`src/rtl/commit_store_queue_pkg.sv`:
```
// Shared widths and the store queue entry type used by the store queue and its bench.
package commit_store_queue_pkg;
    localparam int unsigned PLEN = 56;
    localparam int unsigned XLEN = 64;

    typedef struct packed {
        logic [PLEN-1:0]   paddr;
        logic [XLEN-1:0]   data;
        logic [XLEN/8-1:0] be;
        logic [1:0]        size;
    } store_q_entry_t;
endpackage

```
`src/rtl/commit_store_queue_if.sv`:
```
// Store-unit, commit-stage and D$ signals of the store queue; slave is the queue's view.
interface commit_store_queue_if;
    import commit_store_queue_pkg::*;

    logic              flush_i;
    logic              valid_i;
    logic              ready_o;
    logic [PLEN-1:0]   paddr_i;
    logic [XLEN-1:0]   data_i;
    logic [XLEN/8-1:0] be_i;
    logic [1:0]        size_i;
    logic              commit_i;
    logic              commit_ready_o;
    logic              no_st_pending_o;
    logic [11:0]       page_offset_i;
    logic              page_offset_matches_o;
    logic              req_o;
    logic [PLEN-1:0]   addr_o;
    logic [XLEN-1:0]   wdata_o;
    logic [XLEN/8-1:0] be_o;
    logic [1:0]        size_o;
    logic              gnt_i;

    modport slave (
        input  flush_i, valid_i, paddr_i, data_i, be_i, size_i, commit_i, page_offset_i, gnt_i,
        output ready_o, commit_ready_o, no_st_pending_o, page_offset_matches_o,
        output req_o, addr_o, wdata_o, be_o, size_o
    );

    modport master (
        output flush_i, valid_i, paddr_i, data_i, be_i, size_i, commit_i, page_offset_i, gnt_i,
        input  ready_o, commit_ready_o, no_st_pending_o, page_offset_matches_o,
        input  req_o, addr_o, wdata_o, be_o, size_o
    );
endinterface

```
`src/rtl/commit_store_queue.sv`:
```
// Unified speculative/committed store queue: one ring, three pointers
// (rd = oldest committed, cm = oldest speculative, wr = next free), drained to the D$ in order.
module commit_store_queue
    import commit_store_queue_pkg::*;
#(
    parameter int unsigned DEPTH = 8
) (
    input  logic               clk_i,
    input  logic               rst_i,
    commit_store_queue_if.slave bus
);
    localparam int unsigned PW = $clog2(DEPTH);
    typedef logic [PW-1:0] ptr_t;
    typedef logic [PW:0]   cnt_t;

    store_q_entry_t mem [DEPTH];
    ptr_t rd_ptr, cm_ptr, wr_ptr;
    cnt_t spec_cnt, cmt_cnt, occ;
    logic do_wr, do_cm, do_dr, match;
    logic unused_offset_bits;

    assign occ   = spec_cnt + cmt_cnt;
    // A write racing a flush is dropped, so it never lands past the new wr_ptr.
    assign do_wr = bus.valid_i && bus.ready_o && !bus.flush_i;
    assign do_cm = bus.commit_i && (spec_cnt != '0);
    assign do_dr = bus.req_o && bus.gnt_i;

    assign bus.ready_o         = (occ != cnt_t'(DEPTH));
    assign bus.commit_ready_o  = (spec_cnt != '0);
    assign bus.no_st_pending_o = (cmt_cnt == '0);
    assign bus.req_o           = (cmt_cnt != '0);
    assign bus.addr_o          = mem[rd_ptr].paddr;
    assign bus.wdata_o         = mem[rd_ptr].data;
    assign bus.be_o            = mem[rd_ptr].be;
    assign bus.size_o          = mem[rd_ptr].size;

    always_ff @(posedge clk_i) begin
        if (rst_i) begin
            rd_ptr   <= '0;
            cm_ptr   <= '0;
            wr_ptr   <= '0;
            spec_cnt <= '0;
            cmt_cnt  <= '0;
        end else begin
            rd_ptr  <= rd_ptr + ptr_t'(do_dr);
            cm_ptr  <= cm_ptr + ptr_t'(do_cm);
            cmt_cnt <= cmt_cnt + cnt_t'(do_cm) - cnt_t'(do_dr);
            if (bus.flush_i) begin
                wr_ptr   <= cm_ptr + ptr_t'(do_cm);
                spec_cnt <= '0;
            end else begin
                wr_ptr   <= wr_ptr + ptr_t'(do_wr);
                spec_cnt <= spec_cnt + cnt_t'(do_wr) - cnt_t'(do_cm);
            end
        end
    end

    // Entry storage carries no reset; occupancy is defined purely by the counters.
    always_ff @(posedge clk_i) begin
        if (do_wr && !rst_i)
            mem[wr_ptr] <= '{paddr: bus.paddr_i, data: bus.data_i, be: bus.be_i, size: bus.size_i};
    end

    // Slot i is occupied when its distance from rd_ptr is below the total occupancy.
    always_comb begin
        match = 1'b0;
        for (int i = 0; i < DEPTH; i++) begin
            if (({1'b0, ptr_t'(ptr_t'(i) - rd_ptr)} < occ) &&
                (mem[i].paddr[11:3] == bus.page_offset_i[11:3]))
                match = 1'b1;
        end
    end
    assign bus.page_offset_matches_o = match;
    assign unused_offset_bits = ^bus.page_offset_i[2:0];

`ifndef SYNTHESIS
    always_ff @(posedge clk_i) begin
        if (!rst_i)
            assert (({1'b0, spec_cnt} + {1'b0, cmt_cnt}) <= (PW + 2)'(DEPTH))
            else $error("store queue occupancy exceeds DEPTH");
    end
`endif
endmodule

```
`src/flat_wrapper.sv`:
```
// flat-port wrapper written by rule: the top's interface ports become plain ports
module commit_store_queue_flat import commit_store_queue_pkg::*;
#(
    parameter int unsigned DEPTH = 8
)
  (clk_i, rst_i, bus_flush_i, bus_valid_i, bus_paddr_i, bus_data_i, bus_be_i, bus_size_i, bus_commit_i, bus_page_offset_i, bus_gnt_i, bus_ready_o, bus_commit_ready_o, bus_no_st_pending_o, bus_page_offset_matches_o, bus_req_o, bus_addr_o, bus_wdata_o, bus_be_o, bus_size_o);
  commit_store_queue_if bus_i ();
  input  logic clk_i;
  input  logic rst_i;
  input wire logic [$bits(bus_i.flush_i)-1:0] bus_flush_i;
  input wire logic [$bits(bus_i.valid_i)-1:0] bus_valid_i;
  input wire logic [$bits(bus_i.paddr_i)-1:0] bus_paddr_i;
  input wire logic [$bits(bus_i.data_i)-1:0] bus_data_i;
  input wire logic [$bits(bus_i.be_i)-1:0] bus_be_i;
  input wire logic [$bits(bus_i.size_i)-1:0] bus_size_i;
  input wire logic [$bits(bus_i.commit_i)-1:0] bus_commit_i;
  input wire logic [$bits(bus_i.page_offset_i)-1:0] bus_page_offset_i;
  input wire logic [$bits(bus_i.gnt_i)-1:0] bus_gnt_i;
  output wire logic [$bits(bus_i.ready_o)-1:0] bus_ready_o;
  output wire logic [$bits(bus_i.commit_ready_o)-1:0] bus_commit_ready_o;
  output wire logic [$bits(bus_i.no_st_pending_o)-1:0] bus_no_st_pending_o;
  output wire logic [$bits(bus_i.page_offset_matches_o)-1:0] bus_page_offset_matches_o;
  output wire logic [$bits(bus_i.req_o)-1:0] bus_req_o;
  output wire logic [$bits(bus_i.addr_o)-1:0] bus_addr_o;
  output wire logic [$bits(bus_i.wdata_o)-1:0] bus_wdata_o;
  output wire logic [$bits(bus_i.be_o)-1:0] bus_be_o;
  output wire logic [$bits(bus_i.size_o)-1:0] bus_size_o;
  assign bus_i.flush_i = bus_flush_i;
  assign bus_i.valid_i = bus_valid_i;
  assign bus_i.paddr_i = bus_paddr_i;
  assign bus_i.data_i = bus_data_i;
  assign bus_i.be_i = bus_be_i;
  assign bus_i.size_i = bus_size_i;
  assign bus_i.commit_i = bus_commit_i;
  assign bus_i.page_offset_i = bus_page_offset_i;
  assign bus_i.gnt_i = bus_gnt_i;
  assign bus_ready_o = bus_i.ready_o;
  assign bus_commit_ready_o = bus_i.commit_ready_o;
  assign bus_no_st_pending_o = bus_i.no_st_pending_o;
  assign bus_page_offset_matches_o = bus_i.page_offset_matches_o;
  assign bus_req_o = bus_i.req_o;
  assign bus_addr_o = bus_i.addr_o;
  assign bus_wdata_o = bus_i.wdata_o;
  assign bus_be_o = bus_i.be_o;
  assign bus_size_o = bus_i.size_o;
  commit_store_queue #(.DEPTH(DEPTH)) u_core (.clk_i(clk_i), .rst_i(rst_i), .bus(bus_i));
endmodule
```
`config.mk`:
```
export PLATFORM = sky130hd
export DESIGN_NAME = commit_store_queue_flat
export DESIGN_NICKNAME = d
export VERILOG_FILES = /design/src/rtl/commit_store_queue_pkg.sv /design/src/rtl/commit_store_queue_if.sv /design/src/rtl/commit_store_queue.sv /design/src/flat_wrapper.sv
export SDC_FILE = /design/constraint.sdc
export NUM_CORES = 1
export LEC_CHECK = 0
export BUFFER_PORTS_ARGS = -buffer_cell sky130_fd_sc_hd__buf_2
export CORE_MARGIN = 2
export CORE_UTILIZATION = 62
export CTS_BUF_LIST = sky130_fd_sc_hd__clkbuf_4 sky130_fd_sc_hd__clkbuf_8
export DETAILED_ROUTE_END_ITERATION = 8
export GPL_TIMING_DRIVEN = 0
export PLACE_DENSITY = 0.91
export SKIP_LAST_GASP = 1
export SYNTH_ARGS = -nofsm -noshare
export SYNTH_HDL_FRONTEND = slang
export SYNTH_SLANG_ARGS = --single-unit
export TNS_END_PERCENT = 100
```
`constraint.sdc`:
```
create_clock -name clk_i -period 15.21 [get_ports clk_i]
set_input_delay 3.8025 -clock clk_i [delete_from_list [all_inputs] [get_ports clk_i]]
set_output_delay 3.8025 -clock clk_i [all_outputs]
set_load 0.05 [all_outputs]
```
==> results.py, run 1 <==
metrics = {
    "outcome": {
        "status": "finished, final reports clean",
    },
    "place": {
        "placed_area_um2": 44740,
        "place_inst": 2968,
        "place_hpwl_mm": 59.64,
        "place_congestion": 0.8472,
        "numPortBuffers": 268,
        "post-place-ws_ns": 5.696,
    },
    "worst_setup_path": {
        "crit_path_start_kind": "input pin",
        "endpoint_kind": "output port",
        "worstPathMaxFanout": 8,
        "critPathTopFamily": "simple AND/OR/NAND/NOR gates",
        "crit_buf_inv": 2,
        "crit_required_ns": 11.41,
        "critPathMaxStageDelay_ns": 0.37,
        "worstSetupPathType": "in -> out",
        "crit_chain": "buf_6 > xor2_2 > nor4_2 > nand4_1 > mux2_2 > a221o_1 > nand4b_1 > buf_2",
        "cpMaxStageDelayCell": "nor4_2",
        "cp.arrival_ns": 5.79,
    },
    "power": {
        "power-per-cell-area_nw_per_um2": 159.8,
        "power_mw": 7.656,
        "p_leak_nw": 15.63,
        "irDropWorstVdd_uv": 131.3,
    },
    "logic_synthesis": {
        "syn_area_um2": 41140,
        "synth.area.top_cells": "edfxtp_1 76%, mux4_2 14%, mux2_2 3.6%",
        "synth-main-ff-cell": "edfxtp_1",
        "async_reset_ff_share_pct": 0,
        "ys_warn_count": 0,
        "synth-xor-area-share_pct": 1.846,
        "synth_top_cell_area_share_pct": 75.91,
        "synth_compound_area_share_pct": 0.3558,
        "ys_ff_latch": 1057,
        "seq_area_frac_synth_pct": 76.73,
        "synth_simple_gate_area_share_pct": 1.004,
        "muxShareOfSynthArea_pct": 17.89,
        "synth_top_family_by_area": "multiplexers",
        "synth.largest_area_cell": "edfxtp_1",
        "synthCells": 1769,
        "avgSynthCellArea_um2": 23.26,
        "synth_common_cells": "1040 x edfxtp_1, 260 x mux4_2, 130 x mux2_2",
        "synth_fa_ha_area_share_pct": 0.9367,
        "synth_nets": 1946,
        "synthMostInstantiatedCell": "edfxtp_1",
        "synth-edff-count": 1040,
        "ys_types": 43,
    },
    "routing": {
        "drcViolationCount": 0,
        "routed_via_density": 6.289,
        "drtAntennaViolNets": 0,
        "wirelength_mm": 93.39,
        "vias": 20500,
        "drt_iter0_drc": 2045,
        "post_drt_wl_per_cell_um": 28.65,
        "drtPass1Iterations": 8,
    },
    "grt": {
        "grt_pass1_vias": 21330,
        "track_usage_pct": 27.76,
        "grt_pass1_wl_mm": 135.5,
        "grt_max_degree": 27,
        "overflow": 0,
        "antenna_found_initial": 25,
    },
    "cells_and_area": {
        "fillerInstances": 3395,
        "synthToLayoutAreaGrowth_pct": 16.47,
        "final_area_um2": 47920,
        "finalNetCount": 2441,
        "layoutNonFillerInstCount": 3260,
        "drive_above_1_share_pct": 43.04,
    },
    "floorplan": {
        "ios": 283,
        "fp.dieW_um": 261.6,
        "die-height_um": 261.6,
        "die_area_um2": 68430,
        "core-area_um2": 65750,
        "row_count": 94,
        "initial_core_util_pct": 62.58,
    },
    "min_path": {
        "hp-class": "reg -> reg",
    },
    "timing": {
        "rsz0062_at_grt": "false",
        "relSlewSlack_pct": 22.82,
        "finalMaxSlewViolations": 0,
        "skew_ns": 0.04404,
        "finalCritPeriodShare_pct": 63.04,
        "finalHoldViolCount": 0,
        "finalSetupViolations": 0,
        "fin_ws_ns": 5.622,
        "max_freq_ghz": 0.1043,
        "min_period_ns": 9.588,
        "worst_pin_slew_ns": 1.158,
        "tns_ns": 0,
    },
    "clock_network": {
        "cts-htree-levels": 4,
        "clock-sinks": 1057,
        "clockRootBuffer": "clkbuf_8",
        "postCtsHoldBufs": 0,
        "path_clk_slew_ns": 0.06,
        "cts_buffers": 158,
        "cts_tree": "built",
        "cts_resized": 0,
        "postCtsSetupRepairBufs": 0,
        "clk_latency_ns": 0.81,
        "cts_buffer_depth": 3,
    },
    "flow_run": {
        "cap_violations": 0,
    },
}
[power breakdown]
group | switching, mW | internal [mW] | leakage [nW] | total, mW
Clock | 1.05 | 1.25 | 1.66 | 2.30
Combinational | 1.28 | 0.773 | 4.47 | 2.05
Sequential | 0.0274 | 3.28 | 9.50 | 3.30
[per-stage QoR]
step / util (%) / hold slack (ns)
floorplan: - / 0.4721
global placement: 66.26 / 0.4874
detailed placement: 68.04 / 0.5473
CTS: 72.84 / 0.5622
global route: 72.88 / 0.6247
finish: 72.89 / 0.5760
[cell usage in the layout, fill, tap and decap left out, types with 4 or more instances in the layout]
cell type  netlist  routed
ha_1            26      26
nand4_1          8       8
nor2_4           0       6
xor2_1          52      52
bufinv_16        0       7
diode_2          0      12
inv_1           20      20
inv_6            0       4
buf_8            1       6
buf_2           31     299
nor2b_1          6       6
edfxtp_1      1040    1040
dfxtp_1         17      17
buf_16           0       7
mux4_2         260     260
a21oi_1          9       9
buf_12           0      27
clkinv_1         0      34
xnor2_1         31      31
clkbuf_4         0      53
buf_4            3       5
clkbuf_8         0     164
buf_1           14      14
mux2i_1          4       4
mux2_2         130     130
nand2_1          9       9
clkinv_2         0      12
buf_6            7      33
nor2_1          21      15
clkbuf_1        29      29
nand3_1          5       5
nor4_1           6       6
nor3_1          11       9
[worst reg2reg max path, stage by stage (launching register included)]
cell and delay [ns]:
dfxtp_1 0.48, ha_1 0.30, a21o_1 0.17, a21oi_1 0.24, xnor2_1 0.35, o41ai_2 0.21, or3b_1 0.56, nor3_2 0.78
buf_6 0.29, buf_8 0.18, buf_6 0.18, buf_6 0.20, buf_6 0.18
[logic make-up (layout without fill, tap and decap cells)]
| logic type | Yosys count | after routing |
|---|---|---|
| simple gates | 78 | 78 |
| compound gates | 21 | 21 |
| fa+ha+maj | 29 | 29 |
| mux | 394 | 394 |
| xor+xnor | 85 | 85 |
| other cells | 0 | 12 |
| buf+inv | 105 | 720 |
| flops | 1057 | 1057 |
[cell type report]
| class | instances | area (um2) | area share, % |
|---|---|---|---|
| Clock buffer | 217 | 2655 | 5.541 |
| Inverter | 20 | 75.07 | 0.1567 |
| Tap cell | 864 | 1081 | 2.256 |
| Clock inverter | 63 | 499.2 | 1.042 |
| Multi-Input combinational cell | 607 | 9119 | 19.03 |
| Buffer | 85 | 432.9 | 0.9034 |
| Sequential cell | 1057 | 31570 | 65.88 |
| Timing Repair Buffer | 335 | 2457 | 5.128 |
| Antenna cell | 12 | 30.03 | 0.06266 |
[layer usage]
metal	vias to the layer above	GRT usage, %	routed length, um
li1	8455	-	-
met1	10710	36.84	34890
met2	1115	45.11	47560
met3	206	7.065	8295
met4	22	10.51	2525
met5	-	0	126
[registers in the layout, summed over array words and instances (netlist names)]
| name | flops |
|---|---|
| u_core.rd_ptr | 3 |
| u_core.mem | 1040 |
| u_core.cm_ptr | 3 |
| u_core.wr_ptr | 3 |
| u_core.cmt_cnt | 4 |
| u_core.spec_cnt | 4 |
[final timing paths]
path | startpoint | to | slack, ns | cells after the start
max | bus_page_offset_i[10] | bus_page_offset_matches_o | 5.62 | 8
min | u_core.cm_ptr[2] | u_core.cm_ptr[2] | 0.58 | 2
max reg2reg | u_core.spec_cnt[1] | u_core.mem[1][1] | 10.74 | 12
min reg2reg | u_core.cm_ptr[2] | u_core.cm_ptr[2] | 0.58 | 2
Note: power is estimated with default switching activity, not from simulation.
==> run 2: changes to the inputs <==
- clock period: 15.21 -> 9.8 ns (I/O delays scaled with it)
==> run 2 against run 1 <==
  * Routed wire length fell by 1.1%
  * Clock power rose by 50%
  * Utilization barely moved
  * Worst setup slack got worse by 3.0 ns
  * Combinational power rose by 56%
==> results.py, run 2 (same netlist as run 1, synthesis figures left out) <==
metrics = {
    "clock_network": {
        "clock-sinks": 1057,
        "cts-htree-levels": 4,
        "path_clk_slew_ns": 0.06,
        "clockRootBuffer": "clkbuf_8",
        "cts_resized": 0,
        "clk_latency_ns": 0.81,
        "postCtsHoldBufs": 0,
        "postCtsSetupRepairBufs": 0,
        "cts_buffer_depth": 3,
        "cts_tree": "built",
        "cts_buffers": 161,
    },
    "worst_setup_path": {
        "endpoint_kind": "output port",
        "worstSetupPathType": "reg -> out",
        "rrSetupSlack_ns": 5.56,
        "worstPathMaxFanout": 10,
        "crit_path_start_kind": "register",
        "cp.arrival_ns": 4.68,
        "crit_required_ns": 7.35,
    },
    "timing": {
        "worst_pin_slew_ns": 1.047,
        "skew_ns": 0.03791,
        "finalMaxSlewViolations": 0,
        "finalHoldViolCount": 0,
        "relSlewSlack_pct": 30.20,
        "rsz0062_at_grt": "false",
        "max_freq_ghz": 0.1402,
        "finalCritPeriodShare_pct": 72.76,
        "min_period_ns": 7.131,
        "fin_ws_ns": 2.669,
        "finalSetupViolations": 0,
    },
    "floorplan": {
        "row_count": 94,
        "die-height_um": 261.6,
        "core-area_um2": 65750,
        "initial_core_util_pct": 62.58,
        "fp.dieW_um": 261.6,
        "die_area_um2": 68430,
        "ios": 283,
    },
    "cells_and_area": {
        "regMostFlops": "u_core.mem",
        "synthToLayoutAreaGrowth_pct": 16.41,
        "final_cell_mix": "1040 x edfxtp_1, 299 x buf_2, 260 x mux4_2",
        "finalNetCount": 2429,
        "final_common_cell": "edfxtp_1",
        "layoutNonFillerInstCount": 3256,
        "drive_above_1_share_pct": 42.49,
        "final_area_um2": 47890,
        "reg_top3": "u_core.mem (1040), u_core.cmt_cnt (4), u_core.spec_cnt (4)",
        "largest_reg_flops": 1040,
    },
    "routing": {
        "drt-met1-wl_mm": 34.80,
        "drtAntennaViolNets": 0,
        "routed_via_density": 6.250,
        "vias": 20350,
        "post_drt_wl_per_cell_um": 28.36,
        "met3WireLength_mm": 8.297,
        "drcViolationCount": 0,
        "drtPass1Iterations": 5,
        "drt_iter0_drc": 2147,
        "wirelength_mm": 92.35,
        "wl_met2_mm": 46.22,
        "top_layer": "met5",
    },
    "power": {
        "power-per-cell-area_nw_per_um2": 246.1,
        "p_leak_nw": 15.54,
        "irDropWorstVdd_uv": 198.4,
    },
    "grt": {
        "grt_max_degree": 27,
        "grt_pass1_wl_mm": 133.4,
        "grt_pass1_vias": 21410,
        "overflow": 0,
        "antenna_found_initial": 23,
        "track_usage_pct": 27.28,
    },
    "place": {
        "numPortBuffers": 268,
        "place_hpwl_mm": 58.77,
        "post-place-ws_ns": 2.973,
        "placed_area_um2": 44790,
        "place_congestion": 0.8243,
        "place_inst": 2953,
    },
    "min_path": {
        "hp-class": "reg -> reg",
    },
    "outcome": {
        "status": "finished, final reports clean",
    },
    "flow_run": {
        "cap_violations": 0,
    },
}
[run 2: cell count changes in the layout (fill, tap and decap cells not counted), moves of 2 or more]
cell | before | now
buf_6 | 33 | 7
buf_16 | 7 | 18
clkinv_1 | 34 | 43
clkbuf_4 | 53 | 45
clkinv_2 | 12 | 19
bufinv_16 | 7 | 3
clkinvlp_4 | 3 | 7
buf_12 | 27 | 30
clkbuf_8 | 164 | 161
diode_2 | 12 | 15
buf_4 | 5 | 3
nor3_2 | 2 | 0
nor3_4 | 0 | 2
[run 2: worst paths after layout]
path | start | to | depth (start not counted)
worst max-delay path | u_core.rd_ptr[1] | bus_page_offset_matches_o | 13
worst min-delay path | u_core.cm_ptr[2] | u_core.cm_ptr[2] | 2
worst max register to register | u_core.cmt_cnt[0] | u_core.mem[1][14] | 10
worst min register to register | u_core.cm_ptr[2] | u_core.cm_ptr[2] | 2
[run 2: layout make-up]
class,count,area [um2]
clock inverters,82,514.2
repair buffers,320,2497
multi-input cells,607,9131
inverters,20,75.07
well taps,864,1081
clock buffers,206,2554
flip-flops and latches,1057,31570
fillers,3443,17850
plain buffers,85,432.9
diodes,15,37.54
[run 2: layer usage]
metal / up-vias / global-route usage (%)
li1: 8444 / -
met1: 10590 / 36.50
met2: 1106 / 43.62
met5: - / 0
met3: 196 / 7.114
met4: 16 / 10.97
[run 2: through the flow]
| step | total power, mW | hold WS (ns) | TNS (ns) | util (%) |
|---|---|---|---|---|
| final | 11.79 | 0.5453 | 0 | 72.85 |
| after global routing | 12.19 | 0.5874 | 0 | 72.84 |
| after CTS | 11.86 | 0.5501 | 0 | 72.79 |
| after detailed placement | 8.429 | 0.5302 | 0 | 68.12 |
| after global placement | 8.314 | 0.4912 | -5139.00 | 66.28 |
| after floorplan | 7.599 | 0.4721 | 0 | - |
[run 2: power by group]
part / switching, mW / total [mW] / internal [mW]
sequential: 0.0431 / 5.13 / 5.08
clock: 1.66 / 3.46 / 1.80
combinational: 1.99 / 3.20 / 1.21
[run 2: worst max-delay path, cell delays in order, from the launching register on]
cell	delay [ns]
dfxtp_1	0.40
buf_2	0.43
buf_2	0.48
buf_1	0.57
inv_1	0.21
ha_1	0.35
inv_1	0.05
ha_1	0.29
a21oi_1	0.21
nor2_1	0.11
a22oi_1	0.20
o21ai_0	0.12
nand4b_1	0.15
buf_2	0.29
